[config.mk]
export PLATFORM = sky130hd
export DESIGN_NAME = snn_layer_tm_flat
export DESIGN_NICKNAME = d
export VERILOG_FILES = /design/src/rtl/snn_layer_tm_if.sv /design/src/rtl/snn_layer_tm.sv /design/src/flat_wrapper.sv
export SDC_FILE = /design/constraint.sdc
export NUM_CORES = 1
export LEC_CHECK = 0
export ABC_AREA = 1
export CAP_MARGIN = 40
export CORE_MARGIN = 4
export CORE_UTILIZATION = 60
export DETAILED_ROUTE_END_ITERATION = 16
export DONT_BUFFER_PORTS = 1
export PLACE_DENSITY = 0.77
export SETUP_SLACK_MARGIN = 0.4
export SYNTH_ARGS = -nofsm -noshare
export SYNTH_HDL_FRONTEND = slang
export SYNTH_SLANG_ARGS = --single-unit
[constraint.sdc]
create_clock -name clk -period 13.1 [get_ports clk]
set_clock_uncertainty 0.15 [all_clocks]
set_input_delay 0 -clock clk [delete_from_list [all_inputs] [get_ports clk]]
set_output_delay 0 -clock clk [all_outputs]
set_load 0.01 [all_outputs]
[src/rtl/snn_layer_tm_if.sv]
// Handshake, parameter-load, weight-write and counter-readout bundle for snn_layer_tm.
// The DUT uses the slave modport and the driver side uses the master modport.
interface snn_layer_tm_if #(
    parameter int WIDTH    = 16,
    parameter int N_INPUT  = 4,
    parameter int N_OUTPUT = 3
);
    localparam int IW = (N_INPUT  > 1) ? $clog2(N_INPUT)  : 1;
    localparam int OW = (N_OUTPUT > 1) ? $clog2(N_OUTPUT) : 1;

    logic                    load_params;
    logic        [WIDTH-1:0] new_V_threshold;
    logic        [WIDTH-1:0] new_leak_factor;
    logic        [WIDTH-1:0] new_refr_period;
    logic signed [WIDTH-1:0] new_V_max;
    logic signed [WIDTH-1:0] new_V_min;
    logic                    w_we;
    logic [IW-1:0]           w_addr_in;
    logic [OW-1:0]           w_addr_out;
    logic signed [WIDTH-1:0] w_data;
    logic                    step_valid;
    logic                    step_ready;
    logic [N_INPUT-1:0]      in_spikes;
    logic                    out_valid;
    logic [N_OUTPUT-1:0]     out_spikes;
    logic [OW-1:0]           cnt_sel;
    logic                    cnt_clr;
    logic [15:0]             cnt_out;

    modport slave (
        input  load_params, new_V_threshold, new_leak_factor, new_refr_period,
               new_V_max, new_V_min, w_we, w_addr_in, w_addr_out, w_data,
               step_valid, in_spikes, cnt_sel, cnt_clr,
        output step_ready, out_valid, out_spikes, cnt_out
    );

    modport master (
        output load_params, new_V_threshold, new_leak_factor, new_refr_period,
               new_V_max, new_V_min, w_we, w_addr_in, w_addr_out, w_data,
               step_valid, in_spikes, cnt_sel, cnt_clr,
        input  step_ready, out_valid, out_spikes, cnt_out
    );
endinterface

[src/rtl/snn_layer_tm.sv]
// Time-multiplexed layer of LIF neurons: one synapse accumulated per cycle, one neuron updated per pass.
// Optional per-neuron saturating spike counters are enabled by defining SNN_SPIKE_COUNT_EN.
module snn_layer_tm #(
    parameter int WIDTH         = 16,
    parameter int N_INPUT       = 4,
    parameter int N_OUTPUT      = 3,
    parameter int DEF_THRESHOLD = 1000,
    parameter int DEF_LEAK      = 50,
    parameter int DEF_REFR      = 5,
    parameter int DEF_VMAX      = 32767,
    parameter int DEF_VMIN      = -32768
) (
    input logic           clk,
    input logic           rst,
    snn_layer_tm_if.slave bus
);
    localparam int IW = (N_INPUT  > 1) ? $clog2(N_INPUT)  : 1;
    localparam int OW = (N_OUTPUT > 1) ? $clog2(N_OUTPUT) : 1;
    localparam int AW = WIDTH + IW + 1;
    localparam int EW = AW + 2;

    typedef enum logic [1:0] {IDLE, ACCUM, UPDATE, DONE} state_t;

    state_t                  r_state;
    logic [IW-1:0]           r_i;
    logic [OW-1:0]           r_j;
    logic [N_INPUT-1:0]      r_spk;
    logic signed [AW-1:0]    r_acc;
    logic signed [WIDTH-1:0] r_w    [N_INPUT][N_OUTPUT];
    logic signed [WIDTH-1:0] r_v    [N_OUTPUT];
    logic        [WIDTH-1:0] r_refr [N_OUTPUT];
    logic        [WIDTH-1:0] r_thr, r_leak, r_refr_p, r_sh_thr, r_sh_leak, r_sh_refr_p;
    logic signed [WIDTH-1:0] r_vmax, r_vmin, r_sh_vmax, r_sh_vmin;
    logic                    r_sh_pend;
    logic                    r_step_ready;
    logic                    r_out_valid;
    logic [N_OUTPUT-1:0]     r_out_spikes;
    logic [N_OUTPUT-1:0]     r_spk_res;

    logic signed [EW-1:0]    w_v, w_leak, w_dec, w_sum, w_clamp, w_vmax, w_vmin, w_thr;
    logic                    w_fire, w_hit;
    logic [N_OUTPUT-1:0]     w_res;

    // Leak toward zero, integrate, clamp; EW is wide enough that no step can overflow.
    always_comb begin
        w_v    = EW'(r_v[r_j]);
        w_leak = EW'(r_leak);
        w_vmax = EW'(r_vmax);
        w_vmin = EW'(r_vmin);
        w_thr  = EW'(r_thr);
        w_dec  = w_v;
        if (!w_v[EW-1] && (w_v != '0)) begin
            w_dec = w_v - w_leak;
            if (w_dec[EW-1]) w_dec = '0;
        end else if (w_v[EW-1]) begin
            w_dec = w_v + w_leak;
            if (!w_dec[EW-1] && (w_dec != '0)) w_dec = '0;
        end
        w_sum   = w_dec + EW'(r_acc);
        w_clamp = w_sum;
        if (w_sum > w_vmax) w_clamp = w_vmax;
        if (w_sum < w_vmin) w_clamp = w_vmin;
        w_fire  = (w_clamp >= w_thr);
        w_hit   = (r_refr[r_j] == '0) && w_fire;
        w_res   = r_spk_res;
        w_res[r_j] = w_hit;
    end

    always_ff @(posedge clk) begin
        if (!rst) begin
            r_state      <= IDLE;
            r_i          <= '0;
            r_j          <= '0;
            r_spk        <= '0;
            r_acc        <= '0;
            r_thr        <= WIDTH'(DEF_THRESHOLD);
            r_leak       <= WIDTH'(DEF_LEAK);
            r_refr_p     <= WIDTH'(DEF_REFR);
            r_vmax       <= WIDTH'(DEF_VMAX);
            r_vmin       <= WIDTH'(DEF_VMIN);
            r_sh_thr     <= WIDTH'(DEF_THRESHOLD);
            r_sh_leak    <= WIDTH'(DEF_LEAK);
            r_sh_refr_p  <= WIDTH'(DEF_REFR);
            r_sh_vmax    <= WIDTH'(DEF_VMAX);
            r_sh_vmin    <= WIDTH'(DEF_VMIN);
            r_sh_pend    <= 1'b0;
            r_step_ready <= 1'b1;
            r_out_valid  <= 1'b0;
            r_out_spikes <= '0;
            r_spk_res    <= '0;
            for (int unsigned a = 0; a < N_INPUT; a++)
                for (int unsigned b = 0; b < N_OUTPUT; b++)
                    r_w[a][b] <= '0;
            for (int unsigned b = 0; b < N_OUTPUT; b++) begin
                r_v[b]    <= '0;
                r_refr[b] <= '0;
            end
        end else begin
            r_out_valid <= 1'b0;
            if (bus.load_params && (r_state == ACCUM || r_state == UPDATE)) begin
                r_sh_thr    <= bus.new_V_threshold;
                r_sh_leak   <= bus.new_leak_factor;
                r_sh_refr_p <= bus.new_refr_period;
                r_sh_vmax   <= bus.new_V_max;
                r_sh_vmin   <= bus.new_V_min;
                r_sh_pend   <= 1'b1;
            end
            case (r_state)
                IDLE: begin
                    if (bus.load_params) begin
                        r_thr    <= bus.new_V_threshold;
                        r_leak   <= bus.new_leak_factor;
                        r_refr_p <= bus.new_refr_period;
                        r_vmax   <= bus.new_V_max;
                        r_vmin   <= bus.new_V_min;
                    end
                    if (bus.w_we) r_w[bus.w_addr_in][bus.w_addr_out] <= bus.w_data;
                    if (bus.step_valid) begin
                        r_spk        <= bus.in_spikes;
                        r_i          <= '0;
                        r_j          <= '0;
                        r_acc        <= '0;
                        r_step_ready <= 1'b0;
                        r_state      <= ACCUM;
                    end
                end
                ACCUM: begin
                    if (r_spk[r_i]) r_acc <= r_acc + AW'(r_w[r_i][r_j]);
                    if (r_i == IW'(N_INPUT - 1)) r_state <= UPDATE;
                    else                         r_i     <= r_i + 1'b1;
                end
                UPDATE: begin
                    if (r_refr[r_j] != '0) begin
                        r_refr[r_j] <= r_refr[r_j] - 1'b1;
                        r_v[r_j]    <= '0;
                    end else if (w_fire) begin
                        r_refr[r_j] <= r_refr_p;
                        r_v[r_j]    <= '0;
                    end else begin
                        r_v[r_j]    <= w_clamp[WIDTH-1:0];
                    end
                    r_spk_res <= w_res;
                    r_acc     <= '0;
                    if (r_j == OW'(N_OUTPUT - 1)) begin
                        r_out_spikes <= w_res;
                        r_out_valid  <= 1'b1;
                        r_state      <= DONE;
                    end else begin
                        r_j     <= r_j + 1'b1;
                        r_i     <= '0;
                        r_state <= ACCUM;
                    end
                end
                DONE: begin
                    // A strobe landing on the DONE cycle is newer than anything in the shadows.
                    if (bus.load_params) begin
                        r_thr    <= bus.new_V_threshold;
                        r_leak   <= bus.new_leak_factor;
                        r_refr_p <= bus.new_refr_period;
                        r_vmax   <= bus.new_V_max;
                        r_vmin   <= bus.new_V_min;
                    end else if (r_sh_pend) begin
                        r_thr    <= r_sh_thr;
                        r_leak   <= r_sh_leak;
                        r_refr_p <= r_sh_refr_p;
                        r_vmax   <= r_sh_vmax;
                        r_vmin   <= r_sh_vmin;
                    end
                    r_sh_pend    <= 1'b0;
                    r_step_ready <= 1'b1;
                    r_state      <= IDLE;
                end
                default: r_state <= IDLE;
            endcase
        end
    end

    assign bus.step_ready = r_step_ready;
    assign bus.out_valid  = r_out_valid;
    assign bus.out_spikes = r_out_spikes;

`ifdef SNN_SPIKE_COUNT_EN
    logic [15:0] r_cnt [N_OUTPUT];
    logic [15:0] w_cnt;

    always_ff @(posedge clk) begin
        if (!rst || bus.cnt_clr) begin
            for (int unsigned b = 0; b < N_OUTPUT; b++) r_cnt[b] <= '0;
        end else if (r_state == UPDATE && w_hit && r_cnt[r_j] != '1) begin
            r_cnt[r_j] <= r_cnt[r_j] + 1'b1;
        end
    end

    always_comb begin
        w_cnt = '0;
        if (int'(bus.cnt_sel) < N_OUTPUT) w_cnt = r_cnt[bus.cnt_sel];
    end

    assign bus.cnt_out = w_cnt;
`else
    logic w_unused;
    assign w_unused    = ^{bus.cnt_sel, bus.cnt_clr};
    assign bus.cnt_out = '0;
`endif
endmodule

[src/flat_wrapper.sv]
// flat-port wrapper written by rule: the top's interface ports become plain ports
module snn_layer_tm_flat 
#(
    parameter int WIDTH         = 16,
    parameter int N_INPUT       = 4,
    parameter int N_OUTPUT      = 3,
    parameter int DEF_THRESHOLD = 1000,
    parameter int DEF_LEAK      = 50,
    parameter int DEF_REFR      = 5,
    parameter int DEF_VMAX      = 32767,
    parameter int DEF_VMIN      = -32768
)
  (clk, rst, bus_load_params, bus_new_V_threshold, bus_new_leak_factor, bus_new_refr_period, bus_new_V_max, bus_new_V_min, bus_w_we, bus_w_addr_in, bus_w_addr_out, bus_w_data, bus_step_valid, bus_in_spikes, bus_cnt_sel, bus_cnt_clr, bus_step_ready, bus_out_valid, bus_out_spikes, bus_cnt_out);
  snn_layer_tm_if #(.WIDTH(WIDTH), .N_INPUT(N_INPUT), .N_OUTPUT(N_OUTPUT)) bus_i ();
  input logic clk;
  input logic rst;
  input wire logic [$bits(bus_i.load_params)-1:0] bus_load_params;
  input wire logic [$bits(bus_i.new_V_threshold)-1:0] bus_new_V_threshold;
  input wire logic [$bits(bus_i.new_leak_factor)-1:0] bus_new_leak_factor;
  input wire logic [$bits(bus_i.new_refr_period)-1:0] bus_new_refr_period;
  input wire logic [$bits(bus_i.new_V_max)-1:0] bus_new_V_max;
  input wire logic [$bits(bus_i.new_V_min)-1:0] bus_new_V_min;
  input wire logic [$bits(bus_i.w_we)-1:0] bus_w_we;
  input wire logic [$bits(bus_i.w_addr_in)-1:0] bus_w_addr_in;
  input wire logic [$bits(bus_i.w_addr_out)-1:0] bus_w_addr_out;
  input wire logic [$bits(bus_i.w_data)-1:0] bus_w_data;
  input wire logic [$bits(bus_i.step_valid)-1:0] bus_step_valid;
  input wire logic [$bits(bus_i.in_spikes)-1:0] bus_in_spikes;
  input wire logic [$bits(bus_i.cnt_sel)-1:0] bus_cnt_sel;
  input wire logic [$bits(bus_i.cnt_clr)-1:0] bus_cnt_clr;
  output wire logic [$bits(bus_i.step_ready)-1:0] bus_step_ready;
  output wire logic [$bits(bus_i.out_valid)-1:0] bus_out_valid;
  output wire logic [$bits(bus_i.out_spikes)-1:0] bus_out_spikes;
  output wire logic [$bits(bus_i.cnt_out)-1:0] bus_cnt_out;
  assign bus_i.load_params = bus_load_params;
  assign bus_i.new_V_threshold = bus_new_V_threshold;
  assign bus_i.new_leak_factor = bus_new_leak_factor;
  assign bus_i.new_refr_period = bus_new_refr_period;
  assign bus_i.new_V_max = bus_new_V_max;
  assign bus_i.new_V_min = bus_new_V_min;
  assign bus_i.w_we = bus_w_we;
  assign bus_i.w_addr_in = bus_w_addr_in;
  assign bus_i.w_addr_out = bus_w_addr_out;
  assign bus_i.w_data = bus_w_data;
  assign bus_i.step_valid = bus_step_valid;
  assign bus_i.in_spikes = bus_in_spikes;
  assign bus_i.cnt_sel = bus_cnt_sel;
  assign bus_i.cnt_clr = bus_cnt_clr;
  assign bus_step_ready = bus_i.step_ready;
  assign bus_out_valid = bus_i.out_valid;
  assign bus_out_spikes = bus_i.out_spikes;
  assign bus_cnt_out = bus_i.cnt_out;
  snn_layer_tm #(.WIDTH(WIDTH), .N_INPUT(N_INPUT), .N_OUTPUT(N_OUTPUT), .DEF_THRESHOLD(DEF_THRESHOLD), .DEF_LEAK(DEF_LEAK), .DEF_REFR(DEF_REFR), .DEF_VMAX(DEF_VMAX), .DEF_VMIN(DEF_VMIN)) u_core (.clk(clk), .rst(rst), .bus(bus_i));
endmodule
==> flow_metrics.py <==
metrics = {
    "run_status": {
        "outcome": "completed",
    },
    "timing": {
        "tns_ns": 0,
        "setup_viol": 0,
        "rsz0062_at_grt": "no",
        "min_period_ns": 11.50,
        "hold_violations": 0,
        "max_freq_mhz": 87.0,
        "max_slew_margin": 0.345,
        "slew_viol_final": 0,
        "worst_slew_pin_slew_ns": 0.982,
        "min_period_over_period": 0.878,
    },
    "floorplan": {
        "fp.coreArea_mm2": 0.0467,
        "io_pins": 133,
        "dieHeight_um": 226,
        "floorplan.initialDensity": 0.609,
        "die_w_um": 226,
        "die_area_mm2": 0.0509,
        "fp-row-count": 79,
    },
    "setup_path": {
        "path_max_fanout": 39,
        "crit_path_start_kind": "flop",
        "critical_path.max_stage_delay_ns": 0.58,
        "critPathSlowestCell": "inv_2",
        "worst-endpoint-arrival_ns": 11.67,
        "worst-path-buf-inv": 7,
        "critical_path_required_ns": 13.27,
        "worst_path_most_repeated_cell": "nand2_1",
        "cpLargestDelayFamily": "simple AND/OR/NAND/NOR gates",
        "worstSetupPathType": "flop to flop",
        "worstSetupEndpointType": "flop",
    },
    "cts": {
        "clkSlewWorstSetupHoldPaths_ns": 0.06,
        "numCtsBuffers": 53,
        "clock_latency_ns": 0.62,
        "cts.repair.resized": 0,
        "cts.sinks": 521,
        "clockRootBuffer": "clkbuf_16",
        "clock_path_buffers": 3,
        "h-tree-depth": 2,
        "cts_tree": "yes",
    },
    "finish": {
        "final_common_cell": "nand2_1",
        "drive_above_1_share": 0.0448,
        "final_cell_mix": "nand2_1 (697), nor2_1 (628), edfxtp_1 (320)",
        "n_antenna_cell": 0,
        "finalNetCount": 3890,
        "syn_to_final_growth_pct": 16.7,
    },
    "logic_synthesis": {
        "synth_cells": 3449,
        "synth_edf_count": 320,
        "ys_seq_area_frac": 0.480,
        "ys_seq_elements": 521,
        "synth_warnings": 0,
        "avgSynthCellArea_um2": 8.24,
        "synthArstFlopShare": 0,
        "ys_types": 59,
        "ys.flop_type": "edfxtp_1",
        "syn-cell-area_mm2": 0.0284,
    },
    "power_and_ir_drop": {
        "powerDensity_mw_per_mm2": 273,
        "ir_drop_mv": 0.229,
        "leakagePower_nw": 14.3,
        "power.total_w": 0.00905,
    },
    "drt": {
        "via_per_inst": 5.98,
        "drt_iter0_drc": 2729,
        "ant_nets": 0,
        "drtPass1Iterations": 7,
        "vias": 25649,
        "drc": 0,
        "wl_um": 84900,
        "wire_per_inst_um": 19.8,
    },
    "global_routing": {
        "grt_use_total": 0.325,
        "antenna_found_initial": 1,
        "grt_pass1_vias": 25227,
        "grt_pass1_wl_um": 132000,
        "grt_max_degree": 172,
        "overflow": 0,
    },
    "run": {
        "drv_cap": 0,
    },
    "place": {
        "gp_congestion": 0.943,
        "place_hpwl_um": 53500,
        "portBuffers": 0,
    },
    "hold_path": {
        "hp-class": "input port to flop",
    },
}
-- through the flow --
stage	hold WS, ns	utilization	area, um^2	worst slack, ns	cells
global placement	-0.0316	0.614	28600	2.03	3905
CTS	0.000758	0.711	33200	1.83	4286
floorplan	-0.0368	-	28500	3.58	3464
global route	0.0254	0.711	33200	0.727	4286
finish	0.0114	0.711	33200	1.60	4286
detailed placement	-0.0277	0.614	28700	1.86	3906
-- cell usage after synthesis, types with 3 or more instances --
| master | count | area, um^2 |
|---|---|---|
| a211oi_1 | 3 | 22.5 |
| nand4_1 | 34 | 213 |
| dfxtp_1 | 201 | 4020 |
| buf_6 | 4 | 45.0 |
| o21ai_0 | 242 | 1210 |
| xnor2_1 | 11 | 96.3 |
| a21oi_1 | 174 | 871 |
| o221ai_1 | 25 | 219 |
| o211ai_1 | 97 | 728 |
| clkbuf_1 | 154 | 578 |
| clkinv_1 | 7 | 26.3 |
| o32ai_1 | 23 | 201 |
| inv_1 | 312 | 1170 |
| nand3_1 | 75 | 375 |
| nand2_1 | 698 | 2620 |
| fa_1 | 4 | 80.1 |
| buf_1 | 4 | 15.0 |
| a32o_1 | 24 | 240 |
| o21bai_1 | 5 | 37.5 |
| nand3b_1 | 3 | 22.5 |
| a32oi_1 | 5 | 43.8 |
| ha_1 | 140 | 1750 |
| nor2_1 | 629 | 2360 |
| edfxtp_1 | 320 | 9610 |
| buf_2 | 18 | 90.1 |
| a31oi_1 | 66 | 413 |
| nand2_2 | 14 | 87.6 |
| or2_2 | 4 | 25.0 |
| buf_4 | 21 | 158 |
| o22ai_1 | 3 | 18.8 |
| mux2i_1 | 25 | 250 |
| xor2_1 | 39 | 342 |
| and3_1 | 3 | 18.8 |
| a21o_1 | 8 | 60.1 |
| nor3_1 | 16 | 80.1 |
| inv_2 | 6 | 22.5 |
| and2_1 | 3 | 18.8 |
-- registers in the layout, indices dropped and copies added (netlist names), 3 cells and up, named ones only --
register and cells:
u_core.bus.out_spikes 3, u_core.r_acc 19, u_core.r_leak 16, u_core.r_refr 64, u_core.r_refr_p 16, u_core.r_sh_leak 16, u_core.r_sh_refr_p 16, u_core.r_sh_thr 16
u_core.r_sh_vmax 16, u_core.r_sh_vmin 16, u_core.r_spk 4, u_core.r_thr 16, u_core.r_v 64, u_core.r_vmax 16, u_core.r_vmin 16, u_core.r_w 192
-- what timing repair did --
action | in CTS | in global routing
hold endpoints to repair | 500 | 0
setup buffers | 0 | 0
hold buffers | 280 | 0
-- worst paths after layout --
kind	from	end	slack, ns	cells past startpoint
worst max-delay path	flop	u_core.r_refr[1][4]	1.60	59
worst min-delay path	bus_new_V_threshold[8]	u_core.r_thr[8]	0.01	3
worst max register to register	flop	u_core.r_refr[1][4]	1.60	59
worst min register to register	u_core.r_sh_refr_p[12]	u_core.r_refr_p[12]	0.34	2
-- area by class of cell --
type	count	area, um^2
multi-input combinational	2417	12800
sequential	521	13600
timing repair buffer	316	3100
clock buffer	68	1440
inverter	325	1220
clock inverter	32	249
fill	3407	13500
tap	607	759
-- kinds of logic after synthesis --
family	share of synthesized area
AOI/OAI and AO/OA	0.148
xor gates and xnor gates	0.0154
adders and majority gates	0.0644
buffers and inverters	0.0741
DFF	0.480
muxes	0.00880
other	0.000132
and+or+nand+nor	0.210
-- worst reg2reg max path, delay by kind of cell (launching register included) --
kind	cells	cell delay [ns]
DFF	1	0.29
AOI/OAI and AO/OA	10	1.95
and+or+nand+nor	35	4.45
buffers and inverters	7	1.92
xor gates and xnor gates	1	0.45
adders and majority gates	6	2.03
-- power by group --
group / internal [W] / switching [W] / leakage, nW
clock: 0.000825 / 0.000663 / 0.843
combinational: 0.00174 / 0.00363 / 8.47
sequential: 0.00203 / 0.000163 / 4.96
-- routing by layer --
metal,GRT usage,up-vias,share of wire
li1,-,11976,-
met1,0.423,12129,0.39
met3,0.0563,245,0.090
met4,0.123,2,0.038
met5,0,-,0.00015
met2,0.548,1297,0.48
Power figures use the tool's default switching activity.
